File: src/rtl/tour_cmd.sv
// Replays the solved knight's tour as two motion commands per move (vertical, then horizontal)
// and muxes them with host UART commands onto the single cmd/cmd_rdy path.
// Latency: start_tour or send_resp to next leg cmd_rdy is 1 clk; cmd_rdy is a Moore output held until clr_cmd_rdy.
module tour_cmd #(
  parameter int NUM_MOVES = 24
) (
  input  logic        clk,
  input  logic        rst_n,
  input  logic        start_tour,
  input  logic [7:0]  move,
  output logic [4:0]  mv_indx,
  input  logic [15:0] cmd_UART,
  input  logic        cmd_rdy_UART,
  output logic [15:0] cmd,
  output logic        cmd_rdy,
  input  logic        clr_cmd_rdy,
  input  logic        send_resp,
  output logic [7:0]  resp
);

  localparam logic [4:0] LAST_IDX = 5'(NUM_MOVES - 1);

  localparam logic [3:0] OP_MOVE    = 4'b0010;
  localparam logic [3:0] OP_FANFARE = 4'b0011;

  localparam logic [7:0] HDG_NORTH = 8'h00;
  localparam logic [7:0] HDG_SOUTH = 8'h7F;
  localparam logic [7:0] HDG_EAST  = 8'hBF;
  localparam logic [7:0] HDG_WEST  = 8'h3F;

  localparam logic [7:0] RESP_MORE = 8'h5A;
  localparam logic [7:0] RESP_DONE = 8'hA5;

  typedef enum logic [2:0] {
    IDLE  = 3'd0,
    VERT  = 3'd1,
    HOLDV = 3'd2,
    HORZ  = 3'd3,
    HOLDH = 3'd4
  } state_t;

  state_t     state_q, state_d;
  logic [4:0] mv_indx_q, mv_indx_d;

  logic       dx_pos, dy_pos;
  logic [3:0] dx_mag, dy_mag;
  logic [15:0] vert_cmd, horz_cmd;
  logic       last_move;

  assign mv_indx   = mv_indx_q;
  assign last_move = (mv_indx_q == LAST_IDX);

  // Decode the move into signed leg lengths; the lowest set bit wins, an empty move gives zero-length legs.
  always_comb begin
    dx_pos = 1'b0;
    dx_mag = 4'd0;
    dy_pos = 1'b0;
    dy_mag = 4'd0;
    if (move[0]) begin
      dx_pos = 1'b1; dx_mag = 4'd1; dy_pos = 1'b1; dy_mag = 4'd2;
    end else if (move[1]) begin
      dx_pos = 1'b0; dx_mag = 4'd1; dy_pos = 1'b1; dy_mag = 4'd2;
    end else if (move[2]) begin
      dx_pos = 1'b0; dx_mag = 4'd2; dy_pos = 1'b1; dy_mag = 4'd1;
    end else if (move[3]) begin
      dx_pos = 1'b0; dx_mag = 4'd2; dy_pos = 1'b0; dy_mag = 4'd1;
    end else if (move[4]) begin
      dx_pos = 1'b0; dx_mag = 4'd1; dy_pos = 1'b0; dy_mag = 4'd2;
    end else if (move[5]) begin
      dx_pos = 1'b1; dx_mag = 4'd1; dy_pos = 1'b0; dy_mag = 4'd2;
    end else if (move[6]) begin
      dx_pos = 1'b1; dx_mag = 4'd2; dy_pos = 1'b0; dy_mag = 4'd1;
    end else if (move[7]) begin
      dx_pos = 1'b1; dx_mag = 4'd2; dy_pos = 1'b1; dy_mag = 4'd1;
    end
  end

  assign vert_cmd = {OP_MOVE,    dy_pos ? HDG_NORTH : HDG_SOUTH, dy_mag};
  assign horz_cmd = {OP_FANFARE, dx_pos ? HDG_EAST  : HDG_WEST,  dx_mag};

  // State and move index registers; reset drops any tour in progress.
  always_ff @(posedge clk or negedge rst_n) begin
    if (!rst_n) begin
      state_q   <= IDLE;
      mv_indx_q <= 5'd0;
    end else begin
      state_q   <= state_d;
      mv_indx_q <= mv_indx_d;
    end
  end

  // Next state and Moore outputs; the UART path is only visible while idle.
  always_comb begin
    state_d   = state_q;
    mv_indx_d = mv_indx_q;
    cmd       = cmd_UART;
    cmd_rdy   = 1'b0;
    resp      = RESP_MORE;
    unique case (state_q)
      IDLE: begin
        cmd     = cmd_UART;
        cmd_rdy = cmd_rdy_UART;
        resp    = RESP_DONE;
        if (start_tour) begin
          state_d   = VERT;
          mv_indx_d = 5'd0;
        end
      end
      VERT: begin
        cmd     = vert_cmd;
        cmd_rdy = 1'b1;
        if (clr_cmd_rdy) state_d = HOLDV;
      end
      HOLDV: begin
        cmd = vert_cmd;
        if (send_resp) state_d = HORZ;
      end
      HORZ: begin
        cmd     = horz_cmd;
        cmd_rdy = 1'b1;
        if (clr_cmd_rdy) state_d = HOLDH;
      end
      HOLDH: begin
        cmd  = horz_cmd;
        // The final leg's ack tells the host the tour is complete.
        resp = last_move ? RESP_DONE : RESP_MORE;
        if (send_resp) begin
          if (last_move) begin
            state_d = IDLE;
          end else begin
            state_d   = VERT;
            mv_indx_d = mv_indx_q + 5'd1;
          end
        end
      end
      default: begin
        state_d = IDLE;
      end
    endcase
  end

endmodule

File: config.mk
export PLATFORM = sky130hd
export DESIGN_NAME = tour_cmd
export DESIGN_NICKNAME = d
export VERILOG_FILES = /design/src/rtl/tour_cmd.sv
export SDC_FILE = /design/constraint.sdc
export NUM_CORES = 1
export LEC_CHECK = 0
export ABC_AREA = 1
export BUFFER_PORTS_ARGS = -buffer_cell sky130_fd_sc_hd__buf_2
export CAP_MARGIN = 20
export CELL_PAD_IN_SITES_DETAIL_PLACEMENT = 0
export CELL_PAD_IN_SITES_GLOBAL_PLACEMENT = 1
export CORE_ASPECT_RATIO = 0.9
export CORE_MARGIN = 2
export CORE_UTILIZATION = 24
export DETAILED_ROUTE_END_ITERATION = 8
export PLACE_DENSITY_LB_ADDON = 0.1
export SKIP_CTS_REPAIR_TIMING = 1
export SKIP_LAST_GASP = 1
export SLEW_MARGIN = 20
export SYNTH_ARGS = -nofsm -noshare
export SYNTH_HDL_FRONTEND = slang
export SYNTH_SLANG_ARGS = --single-unit
File: constraint.sdc
create_clock -name clk -period 1.7 [get_ports clk]
set_input_delay 0.34 -clock clk [delete_from_list [all_inputs] [get_ports clk]]
set_output_delay 0.34 -clock clk [all_outputs]
set_load 0.1 [all_outputs]
* Word level (Yosys, flattened, before mapping)
Cells that the tools add are included.
** Operators by class
- Add/sub/neg operators :: 1
- Reduce and logical (&&, ||, !) cells :: 7
- Multiplexer cells :: 48
- Eq/ne operators :: 11
** Operators by type and width (number)
- $pmux 16 s2 :: 1
- $mux 2 :: 14
- $mux 1 :: 18
- $mux 8 :: 2
- $pmux 8 s2 :: 1
- $mux 3 :: 5
- $mux 5 :: 3
- $pmux 3 s5 :: 1
- $ne 2x2->1 const B :: 6
- $pmux 5 s2 :: 1
- $mux 7 :: 1
- $eq 3x2->1 const B :: 2
- $reduce_or 2->1 :: 3
- $add 5x1->5 const B :: 1
- $eq 5x5->1 const B :: 1
- $reduce_and 5->1 :: 1
- $reduce_and 4->1 :: 1
- $eq 3x1->1 const B :: 1
- $eq 3x3->1 const B :: 1
- $logic_not 3->1 :: 1
- $pmux 1 s2 :: 1
- $reduce_bool 2->1 :: 1
** Word-level totals
- Bits of input ports :: 30
- Flip-flop bits (word level) :: 8
- Output and inout port bits :: 30

* Longest topological paths before layout
Gate-level depths: netlist (run 1).
- Depth in word-level cells :: 10
- Mapped depth :: 8

* Worst setup path after synthesis (run 1)
Ideal clock, no wire load.
- Kind :: register to output
- Start :: reg mv_indx_q[0] (netlist: mv_indx[0])
- End :: out resp[2]
- Data required time :: 1360 ps
- Data arrival time :: 3541 ps
- Path slack :: -2181 ps
- Path buffers :: 1
- Cell stages (with the launch flop) :: 9
- Cells stage by stage :: dfrtp_1 ha_1 nand2_1 inv_1 nand2_1 nand3_1 nand2_1 inv_1 buf_4
** On the way
- Word-level cells in the longest chain between the ends :: 3
** Ends and longest elaborated chain
- from (decl) :: line 43 : logic [4:0] mv_indx_q, mv_indx_d;
- from (signal assigned) :: line 88 : mv_indx_q <= mv_indx_d;
- $eq 5x5->1 :: line 51 : assign last_move = (mv_indx_q == LAST_IDX);
- $mux 8 :: line 126 : resp = last_move ? RESP_DONE : RESP_MORE;
- $pmux 8 s2 :: line 99 : unique case (state_q)
- to (decl) :: line 18 : output logic [7:0] resp
No other way between the ends.

* Worst setup path in the final report (run 1)
- Start :: reg state_q[0]
- End :: out cmd[2]
** On the way
- Word-level cells in the longest chain between the ends :: 3
- Elaborated cells between the ends (all ways) :: 7
- Classes of those cells :: eq/ne (4); mux (1); reduce/logical (2)
** Ends and longest elaborated chain
- from (decl) :: line 42 : state_t state_q, state_d;
- from (signal assigned) :: line 87 : state_q <= state_d;
- $eq 3x3->1, or another cell as far along :: line 99
- $reduce_or 2->1 (no source line)
- $pmux 16 s2 (*) :: line 99
- to (decl) :: line 14 : output logic [15:0] cmd,
Every way passes the cells marked *; elsewhere a longest branch is shown, timed or not.

==> results of run 1 <==
[worst min-delay path, cell delays in order]
cell	delay, ns
buf_2	0.07
inv_1	0.03
nand2_1	0.10
nand2_1	0.08
[layout by cell type, fill, tap and decap left out, drive strengths merged]
| cell | n |
|---|---|
| or2 | 1 |
| nand3 | 24 |
| buf | 84 |
| nand2 | 57 |
| dfrtp | 8 |
| nor3 | 3 |
| clkinvlp | 1 |
| nor2 | 19 |
| o21ai | 2 |
| ha | 1 |
| nand4 | 3 |
| inv | 27 |
| dlygate4sd3 | 1 |
| clkbuf | 3 |
| a21oi | 1 |
[cell families after synthesis]
family | Yosys count
AND/OR/NAND/NOR | 107
AO/OA/AOI/OAI | 3
buffers and inverters | 34
adder cells (fa/ha/maj) | 1
flip-flops | 8
[routing by layer]
layer / track usage [%] / routed length, um / part of all wire [%] / vias up
li1: - / - / - / 637
met1: 18.91 / 1269 / 43 / 518
met3: 4.708 / 239 / 8.2 / 0
met2: 22.00 / 1417 / 48 / 46
met5: 0 / 0 / 0 / -
met4: 2.624 / 0 / 0 / 0
[through the flow]
step | TNS (ns) | hold WS, ns | util [%] | cell area [um^2]
after floorplan | -5.965 | 0.04441 | - | 1139
after global placement | -0.1667 | 0.1882 | 57.69 | 1934
after detailed placement | -0.7183 | 0.1906 | 57.69 | 1934
after CTS | -6.347 | -0.04777 | 58.92 | 1976
after global routing | -7.340 | 0.4749 | 63.77 | 2138
final | -5.507 | 0.4380 | 63.77 | 2138
[cell type report]
cell class | count | area (um^2)
tap | 44 | 55.05
inverter | 28 | 123.9
clock buffer | 3 | 41.29
fill | 298 | 1215
sequential | 8 | 215.2
multi-input combinational | 111 | 803.3
timing repair buffer | 85 | 899.6
[sequential cells by signal, summed over array words and instances, names as in the netlist]
name / count
mv_indx: 5
state_q: 3
[worst paths after layout]
path,from,end,slack [ns],cells past startpoint
hold reg to reg,mv_indx[4],mv_indx[4],0.51,2
setup / recovery,state_q[0],cmd[2],-0.29,9
max in group asynchronous,rst_n,mv_indx[0],1.02,2
min in group asynchronous,rst_n,mv_indx[4],0.49,2
setup reg to reg,mv_indx[0],mv_indx[0],0.14,9
hold / removal,clr_cmd_rdy,state_q[0],0.44,4
==> flow_metrics.py, run 1 <==
metrics = {
    "setup_path": {
        "critPathMaxStageDelay_ns": 0.44,
        "timing.critical_path.from_type": "register",
        "end_kind": "output pin",
        "crit_chain": "inv_2 > nor2_4 > nand2_2 > nand2_4 > nor2_4 > inv_4 > buf_12 > nor2_4 > buf_12",
        "cp.arrival_ns": 1.65,
        "critical_path_class": "reg -> out",
        "crit_fanout": 5,
        "path_delay_family": "simple AND/OR/NAND/NOR gates",
        "path_buf_inv": 4,
        "cp_common_cell": "nor2_4",
        "cpMaxStageDelayCell": "dfrtp_2",
        "crit_required_ns": 1.36,
    },
    "outcome": {
        "violations": "setup timing",
        "run_status": "complete, but fails checks",
    },
    "routing": {
        "drt_wl_total_um": 2926,
        "drtPass1Iterations": 4,
        "vias_per_cell": 4.305,
        "vias": 1201,
        "drt-wirelength-per-cell_um": 10.49,
        "post-route-drc-count": 0,
        "detail-route-antenna-nets": 0,
        "drt_iter0_markers": 36,
    },
    "yosys": {
        "yosysWarnings": 0,
        "synth_area_leader_cell": "nand2_1",
        "dominantRegCellSynth": "dfrtp_1",
        "synth_compound_gate_area_share_pct": 1.786,
        "synthTopCellsByCount": "54 x nand2_1, 27 x inv_1, 24 x nand3_1",
        "yosysMostFrequentCell": "nand2_1",
        "syn-cell-area_um2": 840.8,
        "synth_fa_ha_area_share_pct": 1.488,
        "ys_seq_area_share_pct": 23.81,
        "synth_top_area_share_pct": 24.11,
        "synth.area.mux_share_pct": 0,
        "syn_nets": 184,
        "syn_inst": 153,
        "ys_types": 16,
        "syn_area_per_cell_um2": 5.495,
        "ys_ff_latch": 8,
        "synth_async_sr_flop_share_pct": 100.0,
        "synth-simple-area-share_pct": 55.06,
        "ys_top_cells_by_area": "nand2_1 24%, dfrtp_1 24%, nand3_1 14%, inv_1 12%, nor2_1 7.6%",
        "synth-xor-area-share_pct": 0,
        "synth_edf_count": 0,
        "synth_top_family_by_area": "simple AND/OR/NAND/NOR gates",
    },
    "floorplan": {
        "io_pins": 60,
        "die_x_um": 66.39,
        "dieArea_um2": 3993,
        "core_area_um2": 3353,
        "rows": 20,
        "start_util_pct": 25.07,
        "die_y_um": 60.15,
    },
    "sta": {
        "setup_viol": 24,
        "max_freq_ghz": 0.5026,
        "slew_viol_final": 0,
        "fin_worst_skew_ns": 0.004012,
        "hold_viol_final": 0,
        "rsz0062_at_grt": "true",
        "min_period_over_period_pct": 117.0,
        "fin_ws_ns": -0.2896,
        "slew_headroom_pct": 67.98,
        "tightest_slew_ns": 0.4836,
        "fin_crit_ns": 1.990,
    },
    "grt": {
        "grtUsageTotal_pct": 14.03,
        "grt-ovfl-total": 0,
        "grt_antenna_before_repair": 0,
        "grt_pass1_wl_um": 4436,
        "grt_pass1_vias": 1035,
        "grt_max_degree": 9,
    },
    "run": {
        "maxCapViolCount": 0,
    },
    "clocking": {
        "numCtsBuffers": 3,
        "insertion_delay_ns": 0.22,
        "clock_path_buffers": 2,
        "root_buffer": "clkbuf_8",
        "tritoncts": "yes",
        "cts_htree_levels": 1,
        "clock-sinks": 8,
        "clkSlewWorstSetupHoldPaths_ns": 0.04,
    },
    "cells_and_area": {
        "fin_nets": 268,
        "areaGrowthSynthToFinish_pct": 154.3,
        "final_cells": 279,
        "diodes": 0,
        "drive_above_1_share_pct": 58.30,
    },
    "placement": {
        "dp.cells": 267,
        "gp_congestion": 0.7313,
        "numPortBuffers": 59,
        "dp_worst_setup_slack_ns": -0.08186,
        "dpl.hpwl_um": 2431,
    },
    "hold_path": {
        "hold_path_class": "in -> reg",
    },
}
Power of run 1 is left out: the tool's default activity adds up to more than one toggle a clock period on the data nets, which glitch-free logic cannot reach.
==> run 2: changes to the inputs <==
--- a/config.mk
+++ b/config.mk
@@ -8,11 +8,11 @@
 export ABC_AREA = 1
 export BUFFER_PORTS_ARGS = -buffer_cell sky130_fd_sc_hd__buf_2
 export CAP_MARGIN = 20
-export CELL_PAD_IN_SITES_DETAIL_PLACEMENT = 0
-export CELL_PAD_IN_SITES_GLOBAL_PLACEMENT = 1
+export CELL_PAD_IN_SITES_DETAIL_PLACEMENT = 1
+export CELL_PAD_IN_SITES_GLOBAL_PLACEMENT = 2
 export CORE_ASPECT_RATIO = 0.9
 export CORE_MARGIN = 2
-export CORE_UTILIZATION = 24
+export CORE_UTILIZATION = 19
 export DETAILED_ROUTE_END_ITERATION = 8
 export PLACE_DENSITY_LB_ADDON = 0.1
 export SKIP_CTS_REPAIR_TIMING = 1
==> constraint.sdc (replaced) <==
create_clock -name clk -period 2.4 [get_ports clk]
set_input_delay 0.48 -clock clk [delete_from_list [all_inputs] [get_ports clk]]
set_output_delay 0.48 -clock clk [all_outputs]
set_load 0.1 [all_outputs]
==> flow_metrics.py, run 2 (synthesized netlist as in run 1, its figures left out) <==
metrics = {
    "outcome": {
        "run_status": "finished clean",
    },
    "floorplan": {
        "io_pins": 60,
        "start_util_pct": 20.23,
        "rows": 22,
        "dieArea_um2": 4974,
        "die_y_um": 67.11,
        "die_x_um": 74.12,
        "core_area_um2": 4156,
    },
    "sta": {
        "slew_headroom_pct": 67.71,
        "hold_viol_final": 0,
        "max_freq_ghz": 0.4510,
        "rsz0062_at_grt": "false",
        "slew_viol_final": 0,
        "fin_ws_ns": 0.1825,
        "fin_worst_skew_ns": 0.008195,
        "fin_crit_ns": 2.217,
        "tightest_slew_ns": 0.4877,
        "finalSetupTns_ns": 0,
        "min_period_over_period_pct": 92.39,
        "setup_viol": 0,
    },
    "cells_and_area": {
        "final_cells": 271,
        "areaGrowthSynthToFinish_pct": 77.38,
        "multi_input_area_um2": 556.8,
        "diodes": 0,
        "finish.utilization_pct": 35.88,
        "fin_nets": 243,
        "seq_area_um2": 212.7,
        "drive_above_1_share_pct": 42.18,
        "fillerInstances": 546,
        "final_cell_mix": "51 x nand2_1, 43 x buf_2, 25 x inv_1",
        "largest_register_ffs": 5,
        "layout_commonest_cell": "nand2_1",
    },
    "setup_path": {
        "critical_path_class": "reg -> out",
        "cp_common_cell": "nand2_2",
        "cpMaxStageDelayCell": "dfrtp_4",
        "crit_required_ns": 1.92,
        "timing.critical_path.from_type": "register",
        "cp.arrival_ns": 1.74,
        "critPathMaxStageDelay_ns": 0.50,
        "crit_fanout": 5,
        "end_kind": "output pin",
        "r2r_setup_slack_ns": 0.87,
        "crit_chain": "ha_4 > nand2_2 > inv_2 > nand2_2 > nand3_4 > nand2_8 > buf_2",
    },
    "clocking": {
        "numCtsBuffers": 3,
        "root_buffer": "clkbuf_8",
        "clock_path_buffers": 2,
        "tritoncts": "yes",
        "clkSlewWorstSetupHoldPaths_ns": 0.05,
        "insertion_delay_ns": 0.23,
        "cts_htree_levels": 1,
        "clock-sinks": 8,
    },
    "routing": {
        "drt_wl_total_um": 2997,
        "drt_iter0_markers": 26,
        "drtPass1Iterations": 4,
        "post-route-drc-count": 0,
        "drt-wirelength-per-cell_um": 11.06,
        "vias": 1112,
        "vias_per_cell": 4.103,
        "detail-route-antenna-nets": 0,
    },
    "placement": {
        "dp.cells": 267,
        "dpl.hpwl_um": 2600,
        "numPortBuffers": 59,
        "dp_worst_setup_slack_ns": 0.2739,
        "gp_congestion": 0.7868,
    },
    "run": {
        "maxCapViolCount": 0,
    },
    "hold_path": {
        "hold_path_class": "in -> async",
    },
    "grt": {
        "grt-ovfl-total": 0,
        "grt_pass1_wl_um": 5016,
        "grt_antenna_before_repair": 0,
        "grt_max_degree": 9,
        "grt_pass1_vias": 1118,
        "grtUsageTotal_pct": 12.93,
    },
}
## run 2: cell type report
cell class / count / area share [%]
Sequential cell: 8 / 14.26
Multi-Input combinational cell: 111 / 37.33
Timing Repair Buffer: 60 / 33.05
Inverter: 28 / 7.299
Clock buffer: 4 / 3.020
Tap cell: 60 / 5.034
## run 2: routing by layer
layer | share of wire [%] | GRT usage [%] | wire, um
met1 | 45 | 17.09 | 1342
met2 | 49 | 20.87 | 1456
met3 | 6.0 | 2.874 | 181
met4 | 0.57 | 4.091 | 17
met5 | 0 | 0 | 0
## run 2: final timing paths
check                                start          to  cells after the start
worst min register to register  mv_indx[4]  mv_indx[4]                      2
max in group asynchronous            rst_n  mv_indx[0]                      1
worst max-delay path            mv_indx[1]     resp[6]                      7
worst min-delay path                 rst_n  mv_indx[1]                      1
min in group clk                mv_indx[4]  mv_indx[4]                      2
worst max register to register  state_q[1]  mv_indx[1]                      7
## run 2: critical path, delay by kind of cell (launching register included)
family	cells	cell delay [ns]
simple gates	4	0.34
fa+ha+maj	1	0.17
buf+inv	2	0.48
flops	1	0.50
## run 2: metrics by stage
step	area [um^2]	hold WS (ns)
finish	1491	0.07981
CTS	1470	0.08700
floorplan	949.7	0.1844
global placement	1425	0.3375
detailed placement	1425	0.3401
global route	1491	0.08848
Power of run 2 is left out for the same reason.
==> run 3: changes to the inputs <==
--- a/config.mk
+++ b/config.mk
@@ -5,14 +5,13 @@
 export SDC_FILE = /design/constraint.sdc
 export NUM_CORES = 1
 export LEC_CHECK = 0
-export ABC_AREA = 1
 export BUFFER_PORTS_ARGS = -buffer_cell sky130_fd_sc_hd__buf_2
 export CAP_MARGIN = 20
 export CELL_PAD_IN_SITES_DETAIL_PLACEMENT = 1
 export CELL_PAD_IN_SITES_GLOBAL_PLACEMENT = 2
 export CORE_ASPECT_RATIO = 0.9
 export CORE_MARGIN = 2
-export CORE_UTILIZATION = 19
+export CORE_UTILIZATION = 22
 export DETAILED_ROUTE_END_ITERATION = 8
 export PLACE_DENSITY_LB_ADDON = 0.1
 export SKIP_CTS_REPAIR_TIMING = 1
==> flow_metrics.py, run 3 <==
metrics = {
    "setup_path": {
        "critical_path_class": "reg -> out",
        "cp.arrival_ns": 1.84,
        "critPathMaxStageDelay_ns": 0.50,
        "worstReg2RegStart": "state_q[2]",
        "timing.critical_path.from_type": "register",
        "reg2reg_to": "mv_indx[1]",
        "crit_chain": "ha_4 > nand4b_1 > a21oi_4 > buf_12 > clkinvlp_4 > buf_2",
        "end_kind": "output pin",
        "r2r_setup_slack_ns": 0.73,
        "cpMaxStageDelayCell": "dfrtp_4",
        "crit_fanout": 5,
        "crit_required_ns": 1.92,
        "rr_worst_depth": 5,
    },
    "yosys": {
        "dominantRegCellSynth": "dfrtp_1",
        "syn_inst": 107,
        "ys_ff_latch": 8,
        "synth_async_sr_flop_share_pct": 100.0,
        "ys_types": 40,
        "synthTopCellsByCount": "9 x a21oi_1, 9 x nor2_1, 8 x dfrtp_1, 8 x nand2_1, 7 x a21o_1",
        "syn-cell-area_um2": 845.8,
        "synth_area_leader_cell": "dfrtp_1",
        "synth_top_area_share_pct": 23.67,
        "ys_top_cells_by_area": "dfrtp_1 24%, a21o_1 6.2%, a21oi_1 5.3%, buf_4 5.3%, nor2_1 4.0%",
        "synth_edf_count": 0,
        "syn_nets": 138,
        "yosysWarnings": 0,
        "ys_seq_area_share_pct": 23.67,
        "syn_area_per_cell_um2": 7.905,
    },
    "cells_and_area": {
        "finish.utilization_pct": 43.30,
        "fin_nets": 200,
        "areaGrowthSynthToFinish_pct": 89.65,
        "drive_above_1_share_pct": 55.36,
        "diodes": 0,
        "final_cell_mix": "39 x buf_2, 20 x buf_12, 9 x buf_4",
        "layout_commonest_cell": "buf_2",
        "largest_register_ffs": 5,
    },
    "clocking": {
        "clock-sinks": 8,
        "insertion_delay_ns": 0.23,
        "clkSlewWorstSetupHoldPaths_ns": 0.04,
        "numCtsBuffers": 3,
        "cts_htree_levels": 1,
        "root_buffer": "clkbuf_8",
        "tritoncts": "yes",
        "clock_path_buffers": 2,
    },
    "routing": {
        "post-route-drc-count": 0,
        "vias": 1011,
        "drt_iter0_markers": 16,
        "drtPass1Iterations": 4,
        "vias_per_cell": 4.724,
        "drt-wirelength-per-cell_um": 13.69,
        "detail-route-antenna-nets": 0,
        "drt_wl_total_um": 2930,
    },
    "grt": {
        "grt_pass1_vias": 1050,
        "grt_antenna_before_repair": 0,
        "grt_pass1_wl_um": 5140,
        "grt-ovfl-total": 0,
        "grt_max_degree": 11,
        "grtUsageTotal_pct": 14.39,
    },
    "sta": {
        "rsz0062_at_grt": "true",
        "min_period_over_period_pct": 96.59,
        "max_freq_ghz": 0.4314,
        "slew_viol_final": 0,
        "slew_headroom_pct": 67.73,
        "hold_viol_final": 0,
        "fin_crit_ns": 2.318,
        "tightest_slew_ns": 0.4874,
        "setup_viol": 0,
        "fin_worst_skew_ns": 0.003265,
    },
    "floorplan": {
        "die_x_um": 69.36,
        "dieArea_um2": 4357,
        "core_area_um2": 3705,
        "io_pins": 60,
        "start_util_pct": 22.83,
        "rows": 21,
        "die_y_um": 62.82,
    },
    "placement": {
        "dpl.hpwl_um": 2543,
        "gp_congestion": 0.7846,
        "numPortBuffers": 59,
    },
    "outcome": {
        "run_status": "finished clean",
    },
    "run": {
        "maxCapViolCount": 0,
    },
    "hold_path": {
        "hold_path_class": "in -> async",
    },
}
[run 3: logic make-up (layout without fill, tap and decap cells)]
kind of cell | after synthesis | count (layout) | share of synthesized area, %
simple gates | 42 | 42 | 27.52
compound gates | 32 | 32 | 25.59
buf+inv | 17 | 78 | 12.42
flops | 8 | 8 | 23.67
mux | 4 | 4 | 5.325
xor+xnor | 3 | 3 | 3.995
fa+ha+maj | 1 | 1 | 1.479
[run 3: layout make-up]
class,instances,area (um^2)
tap,46,57.56
multi-input combinational,82,595.6
timing repair buffer,69,670.6
sequential,8,212.7
clock buffer,4,45.04
fill,431,2101
inverter,5,22.52
[run 3: worst max-delay path by stage]
| stage | from | endpoint | cells past startpoint |
|---|---|---|---|
| 2_1_floorplan | mv_indx[1] | resp[3] | 5 |
| 3_3_place_gp | move[2] | cmd[1] | 6 |
| 3_5_place_dp | move[2] | cmd[1] | 6 |
| 4_1_cts | state_q[0] | cmd[1] | 4 |
| 5_1_grt | mv_indx[1] | resp[4] | 6 |
| 6_report | mv_indx[1] | resp[4] | 6 |
[run 3: critical path, delay by kind of cell (launching register included)]
kind                     cells  cell delay [ns]
flip-flops                   1             0.50
buffers and inverters        3             0.64
AO/OA/AOI/OAI                1             0.09
AND/OR/NAND/NOR              1             0.19
adder cells (fa/ha/maj)      1             0.19
[run 3: metal layers]
metal	share of wire (%)	wire length (um)	GRT usage (%)
met1	46	1335	19.82
met2	46	1361	22.12
met3	7.0	205	4.677
met4	0.96	28	2.696
met5	0	0	0
[run 3: stage by stage]
step	area (um^2)	cells	TNS [ns]	hold WS [ns]	setup WS, ns
2_1_floorplan	950.9	107	-4.872	0.1844	-1.085
3_3_place_gp	1553	210	0	0.3300	0.1819
3_5_place_dp	1553	210	0	0.3336	0.2013
4_1_cts	1598	214	0	0.08743	0.02702
5_1_grt	1604	214	-0.01784	0.08382	-0.009531
6_report	1604	214	0	0.08612	0.08191
Power of run 3 is left out for the same reason.
